**config.mk**
```make
export PLATFORM = sky130hd
export DESIGN_NAME = cfu_mac_initiator
export DESIGN_NICKNAME = d
export VERILOG_FILES = /design/src/rtl/cfu_pkg.sv /design/src/rtl/cfu_cmd_fifo.sv /design/src/rtl/cfu_mac_initiator.sv
export SDC_FILE = /design/constraint.sdc
export NUM_CORES = 1
export LEC_CHECK = 0
export CAP_MARGIN = 20
export CORE_ASPECT_RATIO = 0.5
export CORE_UTILIZATION = 56
export CTS_CLUSTER_SIZE = 20
export DETAILED_ROUTE_END_ITERATION = 10
export GPL_ROUTABILITY_DRIVEN = 0
export HOLD_SLACK_MARGIN = 0.02
export PLACE_DENSITY_LB_ADDON = 0.1
export SYNTH_ARGS = -nofsm -noshare
export SYNTH_HDL_FRONTEND = slang
export SYNTH_SLANG_ARGS = --single-unit
export TNS_END_PERCENT = 50
```
**constraint.sdc**
```tcl
create_clock -name clk -period 3.6 [get_ports clk]
set_input_delay 0.36 -clock clk [delete_from_list [all_inputs] [get_ports clk]]
set_output_delay 0.36 -clock clk [all_outputs]
set_load 0.005 [all_outputs]
```
**src/rtl/cfu_pkg.sv**
```systemverilog
// Shared types for the CFU command initiator: FSM states, payload widths and the queued command entry.
package cfu_pkg;

  localparam int CFU_FUNC_ID_W = 10;
  localparam int CFU_DATA_W    = 32;

  typedef enum logic [2:0] {
    ST_IDLE     = 3'd0,
    ST_ISSUE    = 3'd1,
    ST_WAIT_RSP = 3'd2,
    ST_DRAIN    = 3'd3,
    ST_REPORT   = 3'd4
  } init_state_t;

  typedef struct packed {
    logic [CFU_FUNC_ID_W-1:0] function_id;
    logic [CFU_DATA_W-1:0]    op0;
    logic [CFU_DATA_W-1:0]    op1;
    logic                     last;
  } cfu_cmd_entry_t;

endpackage

```
**src/rtl/cfu_cmd_fifo.sv**
```systemverilog
// Synchronous FIFO of generic entries; read data is the registered head, one cycle from write to visible.
// Writes are refused when full unless a pop happens in the same cycle; reads of an empty FIFO are ignored.
module cfu_cmd_fifo #(
  parameter int  DEPTH   = 4,
  parameter type entry_t = logic
) (
  input  logic                     clk,
  input  logic                     reset,
  input  logic                     wr_en,
  input  entry_t                   wr_data,
  input  logic                     rd_en,
  output entry_t                   rd_data,
  output logic [$clog2(DEPTH):0]   count,
  output logic                     full,
  output logic                     empty
);

  localparam int PTR_W = $clog2(DEPTH);
  localparam int CNT_W = PTR_W + 1;

  entry_t           mem [DEPTH];
  logic [PTR_W-1:0] wr_ptr;
  logic [PTR_W-1:0] rd_ptr;
  logic             do_wr;
  logic             do_rd;

  assign empty   = (count == '0);
  assign full    = (count == CNT_W'(DEPTH));
  assign do_rd   = rd_en && !empty;
  assign do_wr   = wr_en && (!full || do_rd);
  assign rd_data = mem[rd_ptr];

  // Storage carries no reset; only the pointers and occupancy define validity.
  always_ff @(posedge clk) begin
    if (do_wr) mem[wr_ptr] <= wr_data;
  end

  always_ff @(posedge clk) begin
    if (!reset) begin
      wr_ptr <= '0;
      rd_ptr <= '0;
      count  <= '0;
    end else begin
      if (do_wr) wr_ptr <= wr_ptr + PTR_W'(1);
      if (do_rd) rd_ptr <= rd_ptr + PTR_W'(1);
      count <= count + CNT_W'(do_wr) - CNT_W'(do_rd);
    end
  end

endmodule

```
**src/rtl/cfu_mac_initiator.sv**
```systemverilog
// Queues operand pairs, issues them one at a time to a multiply CFU and reports the summed group on 'last'.
// Command appears 2 cycles after a FIFO write; in_ready drops when the FIFO is full, REPORT holds until out_ready.
module cfu_mac_initiator import cfu_pkg::*; #(
  parameter int FIFO_DEPTH  = 4,
  parameter int COUNT_W     = 16,
  parameter int RSP_TIMEOUT = 255
) (
  input  logic                     clk,
  input  logic                     reset,
  input  logic                     in_valid,
  output logic                     in_ready,
  input  logic [CFU_FUNC_ID_W-1:0] in_function_id,
  input  logic [CFU_DATA_W-1:0]    in_op0,
  input  logic [CFU_DATA_W-1:0]    in_op1,
  input  logic                     in_last,
  output logic                     cmd_valid,
  input  logic                     cmd_ready,
  output logic [CFU_FUNC_ID_W-1:0] cmd_payload_function_id,
  output logic [CFU_DATA_W-1:0]    cmd_payload_inputs_0,
  output logic [CFU_DATA_W-1:0]    cmd_payload_inputs_1,
  input  logic                     rsp_valid,
  output logic                     rsp_ready,
  input  logic [CFU_DATA_W-1:0]    rsp_payload_outputs_0,
  output logic                     out_valid,
  input  logic                     out_ready,
  output logic [CFU_DATA_W-1:0]    out_sum,
  output logic [COUNT_W-1:0]       out_count,
  output logic                     out_error,
  output logic                     busy
);

  localparam int PTR_W = $clog2(FIFO_DEPTH);
  localparam int CNT_W = PTR_W + 1;
  localparam int TMO_W = (RSP_TIMEOUT > 1) ? $clog2(RSP_TIMEOUT) : 1;
  localparam logic [TMO_W-1:0] TMO_LAST = TMO_W'(RSP_TIMEOUT - 1);

  init_state_t          state, state_nxt;
  logic [CFU_DATA_W-1:0] acc, acc_nxt;
  logic [COUNT_W-1:0]   count, count_nxt;
  logic                 err, err_nxt;
  logic                 pend_last, pend_last_nxt;
  logic [TMO_W-1:0]     tmo_cnt, tmo_nxt;
  logic                 active;

  cfu_cmd_entry_t       wr_entry;
  cfu_cmd_entry_t       head;
  logic [CNT_W-1:0]     fifo_count;
  logic [CNT_W-1:0]     fifo_cnt_nxt;
  logic                 fifo_full;
  logic                 fifo_empty;
  logic                 fifo_push;
  logic                 fifo_pop;

  // active gates the handshakes so both read 0 while reset is held.
  assign in_ready  = active && !fifo_full;
  assign rsp_ready = active;
  assign fifo_push = in_valid && in_ready;

  assign wr_entry.function_id = in_function_id;
  assign wr_entry.op0         = in_op0;
  assign wr_entry.op1         = in_op1;
  assign wr_entry.last        = in_last;

  cfu_cmd_fifo #(
    .DEPTH   (FIFO_DEPTH),
    .entry_t (cfu_cmd_entry_t)
  ) u_fifo (
    .clk     (clk),
    .reset   (reset),
    .wr_en   (fifo_push),
    .wr_data (wr_entry),
    .rd_en   (fifo_pop),
    .rd_data (head),
    .count   (fifo_count),
    .full    (fifo_full),
    .empty   (fifo_empty)
  );

  assign fifo_cnt_nxt = fifo_count + CNT_W'(fifo_push) - CNT_W'(fifo_pop);

  always_comb begin
    state_nxt     = state;
    acc_nxt       = acc;
    count_nxt     = count;
    err_nxt       = err;
    pend_last_nxt = pend_last;
    tmo_nxt       = tmo_cnt;
    fifo_pop      = 1'b0;
    case (state)
      ST_IDLE: begin
        if (!fifo_empty) state_nxt = ST_ISSUE;
      end
      ST_ISSUE: begin
        if (cmd_valid && cmd_ready) begin
          fifo_pop      = 1'b1;
          pend_last_nxt = head.last;
          tmo_nxt       = '0;
          state_nxt     = ST_WAIT_RSP;
        end
      end
      ST_WAIT_RSP: begin
        if (rsp_valid) begin
          acc_nxt   = acc + rsp_payload_outputs_0;
          count_nxt = (&count) ? count : count + COUNT_W'(1);
          if (pend_last)        state_nxt = ST_REPORT;
          else if (!fifo_empty) state_nxt = ST_ISSUE;
          else                  state_nxt = ST_IDLE;
        end else if (tmo_cnt == TMO_LAST) begin
          err_nxt   = 1'b1;
          state_nxt = pend_last ? ST_REPORT : ST_DRAIN;
        end else begin
          tmo_nxt = tmo_cnt + TMO_W'(1);
        end
      end
      ST_DRAIN: begin
        // Discard the rest of the failed group, including entries still arriving.
        if (!fifo_empty) begin
          fifo_pop = 1'b1;
          if (head.last) state_nxt = ST_REPORT;
        end
      end
      ST_REPORT: begin
        if (out_ready) begin
          acc_nxt   = '0;
          count_nxt = '0;
          err_nxt   = 1'b0;
          state_nxt = ST_IDLE;
        end
      end
      default: state_nxt = ST_IDLE;
    endcase
  end

  always_ff @(posedge clk) begin
    if (!reset) begin
      state                   <= ST_IDLE;
      acc                     <= '0;
      count                   <= '0;
      err                     <= 1'b0;
      pend_last               <= 1'b0;
      tmo_cnt                 <= '0;
      active                  <= 1'b0;
      cmd_valid               <= 1'b0;
      cmd_payload_function_id <= '0;
      cmd_payload_inputs_0    <= '0;
      cmd_payload_inputs_1    <= '0;
      out_valid               <= 1'b0;
      out_sum                 <= '0;
      out_count               <= '0;
      out_error               <= 1'b0;
      busy                    <= 1'b0;
    end else begin
      state     <= state_nxt;
      acc       <= acc_nxt;
      count     <= count_nxt;
      err       <= err_nxt;
      pend_last <= pend_last_nxt;
      tmo_cnt   <= tmo_nxt;
      active    <= 1'b1;
      cmd_valid <= (state_nxt == ST_ISSUE);
      // Payload is captured once on entry to ISSUE and then held until accepted.
      if (state_nxt == ST_ISSUE && state != ST_ISSUE) begin
        cmd_payload_function_id <= head.function_id;
        cmd_payload_inputs_0    <= head.op0;
        cmd_payload_inputs_1    <= head.op1;
      end
      out_valid <= (state_nxt == ST_REPORT);
      if (state_nxt == ST_REPORT && state != ST_REPORT) begin
        out_sum   <= acc_nxt;
        out_count <= count_nxt;
        out_error <= err_nxt;
      end
      busy <= (state_nxt != ST_IDLE) || (fifo_cnt_nxt != '0);
    end
  end

endmodule
```
==> summary.txt <==
Global routing
  • GRT Overall Usage: about a quarter
  • Largest net degree at the start of global routing: 124
  • Vias in the first global route: ~13000
  • Initial antenna violation count: 3
  • GR Util met3: 3.66%
  • Global-route wire length before repair: between 70000 and 80000 µm
  • Met2 usage: between 40% and 50%
  • Global route overflow: 0
  • Met1 Usage GRT: 30.9%
  • Gr busiest metal: met2

Worst setup path
  • Bufs and invs on worst path: 0
  • CP required: 4.01 ns
  • Crit path largest cell delay: 0.49 ns
  • CP Class: reg -> reg
  • Worst r2r src: acc[9]
  • R2R depth: 9
  • Max Fanout on Critical Path: 9
  • R2R Setup Slk: approximately 0.6 ns
  • Critical-path top delay cell: a31oi_1
  • CP Launch Type: register
  • Critical path's top delay family: compound AO/OA/AOI/OAI gates
  • Most common cell on crit path: a31oi_1
  • Reg2reg end: out_sum[25]
  • Arrival time worst endpoint: about 3.4 ns
  • Crit end category: register
  • Worst-path cell chain: ha_1, a21oi_1, o221ai_1, a2111oi_0, o21ai_1, a31oi_1, o21ai_0, mux2i_1, a31oi_1

Synthesis
  • Register area share after synthesis: a little over three fifths
  • Flop and latch count out of synthesis: between 400 and 500
  • Ys Warns: 0
  • Top_reg_cell synth: edfxtp_1
  • Post-synth EDFFs: 300
  • Syn_nets: around 1800
  • Post-synth top area share: 43.8%
  • Yosys top cell by area: edfxtp_1
  • Post-synthesis cell type count: 79
  • Async SR Flop Fraction: 0%
  • Synth area leaders: edfxtp_1 44%, dfxtp_1 19%, mux4_2 8.2%
  • Synth Cell Area: approximately 21000 µm²
  • Post-synthesis instance total: between 1500 and 2000
  • Syn Area/Cell: around 13 µm²

Die
  • FP Rows: a little under 50
  • # IOs: roughly 240
  • Core area: around 36000 µm²
  • Initial Util: ~57%
  • Die height: 137 µm
  • Die ar.: between 30000 and 40000 µm²
  • Die width: approximately 270 µm

Drt
  • WL per Instance: 19.4 µm
  • DRC Markers: 0
  • WL final: around 45000 µm
  • Routed Antenna Nets: 0
  • Detailed Route Iter0 Violations: 1125
  • Vias: between 10000 and 15000
  • First-pass detailed-route iteration total: 6
  • DR vias/cell: around 5.9

CTS
  • CTS buffer count: 43
  • Resized cells post-CTS: 0
  • Clk buf depth: 3
  • Hold_buf cts: 0
  • Post-CTS Setup Inserts: 0
  • Clock Sinks: 497
  • Root Buffer: clkbuf_16
  • H-Tree Depth: 2
  • Reg clk slew, reported paths: around 0.070 ns
  • Clock latency on the worst-skew pair: about 0.55 ns
  • CTS tree: done

STA
  • Total negative slack: 0 ns
  • Period utilization: between 80 and 90%
  • RSZ-0062 raised after global routing: no
  • Worst setup margin: roughly 0.59 ns
  • Endpoints failing setup: 0
  • Final hold violation count: 0
  • Pins Over Slew Limit: 0
  • Max_slew headroom: 46.1%
  • Worst-margin pin slew: approximately 0.81 ns
  • Achievable Freq: ~0.33 GHz
  • Minimum clock period: around 3 ns
  • Clock skew: around 0.016 ns

Placed design
  • Buffers on Ports: 240
  • Hpwl dp: around 28000 µm
  • Pre-CTS setup slack: ~0.23 ns

Pwr
  • Reg power frac: 48.5%
  • Pwr dens: 557 nW/µm²
  • NetSw: between 3 and 4 mW
  • Comb pwr share: between 10% and 20%
  • Maximum vdd drop: 0.498 mV
  • Clk pwr share: 34.6%
  • Internal power: approximately 10 mW
  • Switch share: 25.0%
  • Leakage power: 8.56 nW

Cells and area
  • Post-layout nets: slightly below 2000
  • Synthesis-to-layout area growth: 21.3%
  • Fill count: ~2500
  • Proportion of layout cells with a drive suffix above 1: approximately a tenth

Worst hold path
  • HP Start: reset
  • Worst min path class: in -> reg
  • Worst hold endpoint: rsp_ready
  • Hold path cells: 1

Run status
  • Status: complete, no violations

Run
  • Maxcap violations: 0
-- metal layers --
metal	up-vias	wire length (µm)
li1	6414	-
met1	6804	18900
met2	392	22900
met3	75	2270
met4	0	1050
met5	-	0
-- cells by family after synthesis --
logic type | after synthesis | share of synthesized area [%]
adders and majority gates | 45 | 2.85
DFF | 497 | 63.0
AOI/OAI and AO/OA | 331 | 10.1
muxes | 82 | 8.56
and+or+nand+nor | 494 | 11.9
xor gates and xnor gates | 26 | 1.11
buffers and inverters | 121 | 2.48
-- flip-flops by register name, summed over array words and instances, names as in the netlist, 2 cells and up, named ones only --
signal	cells
u_fifo.wr_ptr	2
count	16
cmd_payload_inputs_0	32
out_count	16
u_fifo.mem	300
state	3
u_fifo.rd_ptr	2
u_fifo.count	3
tmo_cnt	8
cmd_payload_function_id	10
cmd_payload_inputs_1	32
out_sum	32
acc	32
-- final cells by class --
type	instances	area [µm²]	area share (%)
multi-input combinational	978	7140	28.6
clock inverter	22	280	1.12
sequential	497	13000	52.0
tap	484	606	2.43
inverter	26	97.6	0.391
timing repair buffer	261	2670	10.7
antenna	3	7.51	0.0301
clock buffer	57	1180	4.72
-- synth_stat cells, types with 4 or more instances --
master,number
o31ai_1,6
a211oi_1,5
a31oi_1,12
nor4_1,6
a32oi_1,4
inv_1,25
buf_2,13
mux2i_1,7
edfxtp_1,300
nor3b_1,20
o21ai_1,24
nand4_1,10
nor3_1,19
o211a_1,10
ha_1,42
nand2b_1,11
clkbuf_1,73
o21a_1,12
nor2_1,75
or3_1,9
xor2_1,10
dfxtp_1,197
o211ai_1,6
nor2b_1,27
and3_1,14
xnor2_1,16
o21ai_0,117
a21o_1,14
and2_1,43
mux4_2,75
nand3_1,89
a21boi_0,8
nand2_1,154
a22oi_1,11
buf_6,5
a21oi_1,64
-- through the flow --
step	hold WS, ns	util [%]	instances	cell area [µm²]	power [mW]
floorplan	0.388	-	1596	20600	7.98
global placement	0.436	65.1	2246	23500	9.14
detailed placement	0.443	65.1	2246	23500	9.21
CTS	0.290	69.2	2325	24900	14.0
global route	0.327	69.2	2328	24900	14.4
finish	0.269	69.2	2328	24900	13.9
-- worst max path at each step --
| stage | from | endpoint | slack (ns) | cells past startpoint |
|---|---|---|---|---|
| after detailed placement | rsp_payload_outputs_0[9] | out_sum[25] | 0.23 | 10 |
| after floorplan | u_fifo.count[1] | u_fifo.mem[0][0] | 0.47 | 3 |
| after CTS | acc[9] | out_sum[25] | 0.71 | 9 |
| after global routing | acc[9] | acc[25] | 0.36 | 9 |
| after global placement | rsp_payload_outputs_0[0] | out_sum[30] | 0.33 | 12 |
| final | acc[9] | out_sum[25] | 0.59 | 9 |
-- power groups by stage --
stage | Combinational, mW | Sequential, mW | Clock, mW
3_5_place_dp | 2.36 | 6.85 | 0
3_3_place_gp | 2.32 | 6.83 | 0
4_1_cts | 2.38 | 6.73 | 4.90
5_1_grt | 2.55 | 6.78 | 5.12
2_1_floorplan | 1.13 | 6.85 | 0
6_report | 2.35 | 6.73 | 4.81
-- cell usage in the layout (no fill, tap or decap), types with 12 or more instances in the layout --
cell,n
nand2_1,154
xnor2_1,16
clkbuf_16,43
o21ai_1,23
ha_1,42
a31oi_1,12
inv_1,25
buf_4,12
clkdlybuf4s50_1,239
dfxtp_1,195
nor3b_1,20
nor2b_1,27
nor3_1,19
and2_1,43
o21ai_0,117
a21o_1,14
edfxtp_1,300
nor2_1,75
mux4_2,75
o21a_1,12
a21oi_1,63
nand3_1,89
Power figures use the tool's default switching activity.
